==> src/rtl/usb_rx_decoder.sv <==
// ============================================================================
// Module   : usb_rx_decoder
// Purpose  : USB full-speed style receive front end: sync, NRZI, de-stuffing
// Revision : 1.0
// ============================================================================
`default_nettype none

module usb_rx_decoder #(
   parameter int CLKS_PER_BIT = 8,
   parameter int SAMPLE_PT    = 3
) (
   input  logic       clk,
   input  logic       n_rst,
   input  logic       d_plus,
   input  logic       d_minus,
   input  logic       receiving,
   output logic       d_edge,
   output logic       shift_enable,
   output logic       byte_received,
   output logic [7:0] rx_data,
   output logic       eop,
   output logic       stuff_error
);

   localparam logic [4:0] c_TIMER_LAST = 5'(CLKS_PER_BIT - 1);
   localparam logic [4:0] c_SAMPLE     = 5'(SAMPLE_PT);
   localparam logic [2:0] c_STUFF_MAX  = 3'd6;
   localparam logic [2:0] c_BIT_LAST   = 3'd7;

   logic       r_dp_s1;
   logic       r_dp_s2;
   logic       r_dm_s1;
   logic       r_dm_s2;
   logic       r_dp_prev;
   logic [4:0] r_timer;
   logic       r_last_dp;
   logic       r_eop;
   logic [2:0] r_stuff_cnt;
   logic [2:0] r_bit_cnt;
   logic [7:0] r_shift;
   logic [7:0] r_rx_data;
   logic       r_byte_done;
   logic       r_stuff_err;

   logic       w_edge;
   logic       w_sample;
   logic       w_se0;
   logic       w_bit;
   logic [7:0] w_shift_next;

   // D+ idles high (J), so its stages reset to 1 to avoid a false edge.
   always_ff @(posedge clk or negedge n_rst) begin
      if (!n_rst) begin
         r_dp_s1   <= 1'b1;
         r_dp_s2   <= 1'b1;
         r_dm_s1   <= 1'b0;
         r_dm_s2   <= 1'b0;
         r_dp_prev <= 1'b1;
      end else begin
         r_dp_s1   <= d_plus;
         r_dp_s2   <= r_dp_s1;
         r_dm_s1   <= d_minus;
         r_dm_s2   <= r_dm_s1;
         r_dp_prev <= r_dp_s2;
      end
   end

   assign w_edge       = r_dp_s2 ^ r_dp_prev;
   assign w_sample     = (r_timer == c_SAMPLE) && !w_edge;
   assign w_se0        = !r_dp_s2 && !r_dm_s2;
   assign w_bit        = (r_dp_s2 == r_last_dp);
   assign w_shift_next = {w_bit, r_shift[7:1]};

   // A line transition restarts the bit period so sampling tracks the sender.
   always_ff @(posedge clk or negedge n_rst) begin
      if (!n_rst) begin
         r_timer <= 5'd0;
      end else if (w_edge || (r_timer == c_TIMER_LAST)) begin
         r_timer <= 5'd0;
      end else begin
         r_timer <= r_timer + 5'd1;
      end
   end

   always_ff @(posedge clk or negedge n_rst) begin
      if (!n_rst) begin
         r_last_dp <= 1'b1;
         r_eop     <= 1'b0;
      end else if (w_sample) begin
         r_last_dp <= r_dp_s2;
         r_eop     <= w_se0;
      end
   end

   always_ff @(posedge clk or negedge n_rst) begin
      if (!n_rst) begin
         r_stuff_cnt <= 3'd0;
         r_bit_cnt   <= 3'd0;
         r_shift     <= 8'h00;
         r_rx_data   <= 8'h00;
         r_byte_done <= 1'b0;
         r_stuff_err <= 1'b0;
      end else begin
         r_byte_done <= 1'b0;
         r_stuff_err <= 1'b0;
         if (!receiving) begin
            r_stuff_cnt <= 3'd0;
            r_bit_cnt   <= 3'd0;
            r_shift     <= 8'h00;
         end else if (w_sample && w_se0) begin
            r_stuff_cnt <= 3'd0;
         end else if (w_sample) begin
            if (r_stuff_cnt == c_STUFF_MAX) begin
               // Stuffed bit position: always dropped, a 1 here is a violation.
               r_stuff_cnt <= 3'd0;
               r_stuff_err <= w_bit;
            end else begin
               r_stuff_cnt <= w_bit ? (r_stuff_cnt + 3'd1) : 3'd0;
               r_shift     <= w_shift_next;
               if (r_bit_cnt == c_BIT_LAST) begin
                  r_bit_cnt   <= 3'd0;
                  r_rx_data   <= w_shift_next;
                  r_byte_done <= 1'b1;
               end else begin
                  r_bit_cnt <= r_bit_cnt + 3'd1;
               end
            end
         end
      end
   end

   assign d_edge        = w_edge;
   assign shift_enable  = w_sample;
   assign byte_received = r_byte_done;
   assign rx_data       = r_rx_data;
   assign eop           = r_eop;
   assign stuff_error   = r_stuff_err;

endmodule

`default_nettype wire
==> config.mk <==
export PLATFORM = sky130hd
export DESIGN_NAME = usb_rx_decoder
export DESIGN_NICKNAME = d
export VERILOG_FILES = /design/src/rtl/usb_rx_decoder.sv
export SDC_FILE = /design/constraint.sdc
export NUM_CORES = 1
export LEC_CHECK = 0
export ABC_CLOCK_PERIOD_IN_PS = 5700
export CAP_MARGIN = 20
export CORE_AREA = 2 2 50 71
export DETAILED_ROUTE_END_ITERATION = 10
export DIE_AREA = 0 0 52 73
export DONT_BUFFER_PORTS = 1
export SETUP_SLACK_MARGIN = 0.2
export SLEW_MARGIN = 30
export SYNTH_ARGS = -nofsm -noshare
export SYNTH_HDL_FRONTEND = slang
export SYNTH_SLANG_ARGS = --single-unit
==> constraint.sdc <==
create_clock -name clk -period 5.7 [get_ports clk]
set_clock_uncertainty 0.1 [all_clocks]
set_input_delay 1.425 -clock clk [delete_from_list [all_inputs] [get_ports clk]]
set_output_delay 1.425 -clock clk [all_outputs]
set_load 0.02 [all_outputs]
Word level (Yosys, flattened, before mapping)

Index checks and enable logic that the tools add are counted.

Add/subtract/negate cells: 3
Equality and inequality tests: 9
Multiplexer cells: 24
Bitwise operators: 3
Reductions and logical operators: 9

Operator list:

| kind                                                | count |
|---|---|
| two-way mux 8 bit                                   | 4 |
| two-way mux 3 bit                                   | 10 |
| two-way mux 1 bit                                   | 9 |
| adder 3 x 1 -> 3 bit, second input constant         | 2 |
| equality test 3 bit, second input constant          | 2 |
| adder 5 x 1 -> 5 bit, second input constant         | 1 |
| equality test 5 x 2 -> 1 bit, second input constant | 1 |
| equality test 5 x 3 -> 1 bit, second input constant | 1 |
| two-way mux 5 bit                                   | 1 |
| AND reduction 5 bit                                 | 1 |
| != test 2 bit, second input constant                | 2 |
| logical AND 1 bit                                   | 3 |
| zero test 1 bit                                     | 3 |
| != test 3 x 1 -> 1 bit, second input constant       | 1 |
| AND reduction 3 bit                                 | 1 |
| != test 2 x 1 -> 1 bit, second input constant       | 1 |
| NOT 1 bit                                           | 2 |
| equality test 1 bit                                 | 1 |
| logical OR 1 bit                                    | 1 |
| bitwise XOR 1 bit                                   | 1 |

Register bits after elaboration: 36
Bits of input ports: 5
Output and inout port bits: 13

Logic depth before layout (Yosys ltp)

Word-level depth: 6
Depth in mapped cells: 7
Gate-level depth less buffers: 6

Worst setup path before layout

No wires, ideal clock.

Path kind: reg-to-output
Start point: reg r_timer[0]
End point: out shift_enable
Data arrival time: 1.283 ns
Slack: 2.892 ns
Stages on the path, launching flop included: 5
Buffers on the path: 0
Path through: dfrtp_1 > ha_1 > nor4b_4 > nand2_2 > inv_1

Cells in the longest elaborated chain, start to end: 2

Ends and longest elaborated chain:

| element                      | RTL line | RTL |
|---|---|---|
| start, declared              | 35       | `logic [4:0] r_timer;` |
| start signal, assigned       | 81       | `r_timer <= r_timer + 5'd1;` |
| equality test 5 x 2 -> 1 bit | 69       | `assign w_sample = (r_timer == c_SAMPLE) && !w_edge;` |
| logical AND 1 bit            | 69       |  |
| end, declared                | 18       | `output logic shift_enable,` |

No other way between the ends.

Worst setup path after layout

Ends and elaborated chain as after synthesis.

==> results.yml <==
status:
  status: "completed"
pwr:
  p_per_area_nw_per_um2: 334.3
  comb_power_share_pct: 5.1
  p_int_mw: 0.4465
  p_sw_share_pct: 20.64
  leakagePower_nw: 0.7727
  seqPwrFrac_pct: 48.7
  ir_worst_vdd_mv: 0.3024
  pwr-share-clk_pct: 46.3
  p_sw_mw: 0.1161
clock_tree:
  cts_tree: "done"
  insertion_delay_ps: 280
  clockBufferDepth: 2
  cts.htree.levels: 2
  cts_post_setup_buffers_inserted: 0
  hold_buffers: 0
  cts_resized: 0
  cts-buffers-inserted: 5
  clkSinkCount: 35
  cts_root_buffer: "clkbuf_8"
  path_clk_slew_ps: 70
placed_design:
  post-dp-hpwl_um: 1683
  place_congestion: 0.7374
  portBuffers: 0
worst_setup_path:
  critPathCaptureType: "output pin"
  required_ps: 4180
  path_depth: 4
  cp.arrival_ps: 1710
  crit_buf_inv: 1
  path_cells: "ha_1 -> nor4b_4 -> nand2_2 -> inv_1"
  slowest_delay_ps: 370
  crit_path_start_kind: "flip-flop"
  critPathKind: "flip-flop to output pin"
  cp_max_fo: 8
  slowest_stage: "dfrtp_1"
  crit_family: "simple AND/OR/NAND/NOR gates"
  r2r_cells: 6
global_routing:
  antenna_found_initial: 0
  grt_pass1_wl_um: 4243
  grt_overflow: 0
  first_global_vias: 925
  grt_max_degree: 36
  grt_usage_pct: 15.67
yosys:
  synthCells: 127
  synth-seq-cells: 35
  synth_nets: 137
  synth_area_um2: 1516
  ys_types: 29
  avgSynthCellArea_um2: 11.94
  synth_seq_area_share_pct: 58.09
  synth_warnings: 0
floorplanning:
  die_y_um: 73
  start_util_pct: 47.07
  die_area_um2: 3796
  die_w_um: 52
  ioPinCount: 18
  rows: 25
  core_area_um2: 3222
cells_and_area:
  n_fill_cell: 268
  area_growth_pct: 10.97
  final_cell_mix: "dfrtp_1, nand2_1, nand3_1"
  n_antenna_cell: 0
  final_common_cell: "dfrtp_1"
  nNetsFinal: 140
  layout-drive-gt1-share_pct: 19.85
timing:
  fin_crit_ps: 3239
  finalSetupViolCount: 0
  worst_slew_pin_slew_ps: 461.1
  holdWs_ps: 256.8
  slew_viol_final: 0
  tns_ps: 0
  fin_crit_sh_pct: 56.82
  relSlewSlack_pct: 69.23
  rsz0062_at_grt: "no"
  fmax_mhz: 308.8
  hold_viol_final: 0
drt:
  post-route-drc-count: 0
  drt_iter0_drc: 30
  via_per_inst: 5.398
  first_pass_iters: 4
  vias: 923
  antenna_left: 0
  route.detailed.wl_per_inst_um: 14.29
  wirelength_um: 2443
run:
  drv_cap: 0
worst_hold_path:
  min_path_cells: 0
  hold_class: "flip-flop to flip-flop"
## stage by stage
step	utilization, %	cells	total power [mW]	cell area, µm²	setup slack, ps
floorplan	-	127	0.3027	1516	2892
global placement	48.12	163	0.3062	1550	2784
detailed placement	48.12	163	0.3077	1550	2740
CTS	52.23	171	0.5726	1683	2426
global route	52.23	171	0.5883	1683	2332
finish	52.23	171	0.5626	1683	2461
## registers in the layout (all words and copies together) (netlist names), 3 cells and up
register	cells
rx_data	8
r_shift	7
r_timer	5
r_bit_cnt	3
r_stuff_cnt	3
## layer usage
metal  wire [µm]  GRT usage, %  vias to the layer above
met5           0             0                        -
met2        1208         24.75                       15
li1            -             -                      446
met1        1072         18.22                      456
met4          63         7.895                        0
met3          97         6.148                        6
## Yosys cell counts
cell type | number | area, µm²
xor2_1 | 2 | 17.52
and2_1 | 1 | 6.260
clkbuf_1 | 3 | 11.26
o2111ai_4 | 1 | 26.28
nand2_2 | 1 | 6.260
o21ai_0 | 10 | 50.05
o21a_1 | 1 | 7.510
nor3b_1 | 1 | 7.510
xnor2_2 | 1 | 16.27
nand4b_1 | 1 | 8.760
xnor2_1 | 2 | 17.52
dfrtp_1 | 31 | 775.7
mux2_2 | 8 | 90.09
nand2_1 | 15 | 56.30
or4b_2 | 1 | 10.01
inv_1 | 6 | 22.52
ha_1 | 5 | 62.56
nor2_1 | 6 | 22.52
o2111ai_1 | 1 | 8.760
or3_1 | 1 | 6.260
nor2_8 | 1 | 20.02
nand3_1 | 13 | 65.06
nor4_1 | 1 | 6.260
nor4b_4 | 1 | 23.77
o311ai_2 | 1 | 16.27
a21oi_1 | 3 | 15.01
o31ai_1 | 4 | 30.03
dfstp_2 | 4 | 105.1
buf_2 | 1 | 5.000
## power by group through the flow
stage	sequential [mW]	combinational (mW)	clock, mW
after detailed placement	0.278	0.0296	0
after global placement	0.278	0.0282	0
final	0.274	0.0285	0.260
after floorplan	0.275	0.0277	0
after global routing	0.275	0.0335	0.280
after CTS	0.274	0.0294	0.269
## area by class of cell
class	instances	area [µm²]	area share [%]
clock buffers	6	72.57	4.312
clock inverters	2	60.06	3.569
well taps	40	50.05	2.974
multi-input cells	82	596.8	35.46
flip-flops and latches	35	880.8	52.34
inverters	6	22.52	1.338
## logic make-up after synthesis
family / share of synthesized area, %
buf+inv: 2.557
mux: 5.941
xor+xnor: 3.384
flops: 58.09
fa+ha+maj: 4.125
compound gates: 10.15
simple gates: 15.76
## final timing paths
check	startpoint	to	slack (ps)
max in group asynchronous	n_rst	r_dp_prev	4590
hold reg to reg	r_dp_s1	r_dp_s2	260
setup / recovery	r_timer[0]	shift_enable	2460
min in group asynchronous	n_rst	r_shift[7]	730
hold / removal	r_dp_s1	r_dp_s2	260
setup reg to reg	r_timer[0]	r_stuff_cnt[2]	3630
Note: power is estimated with default switching activity, not from simulation.
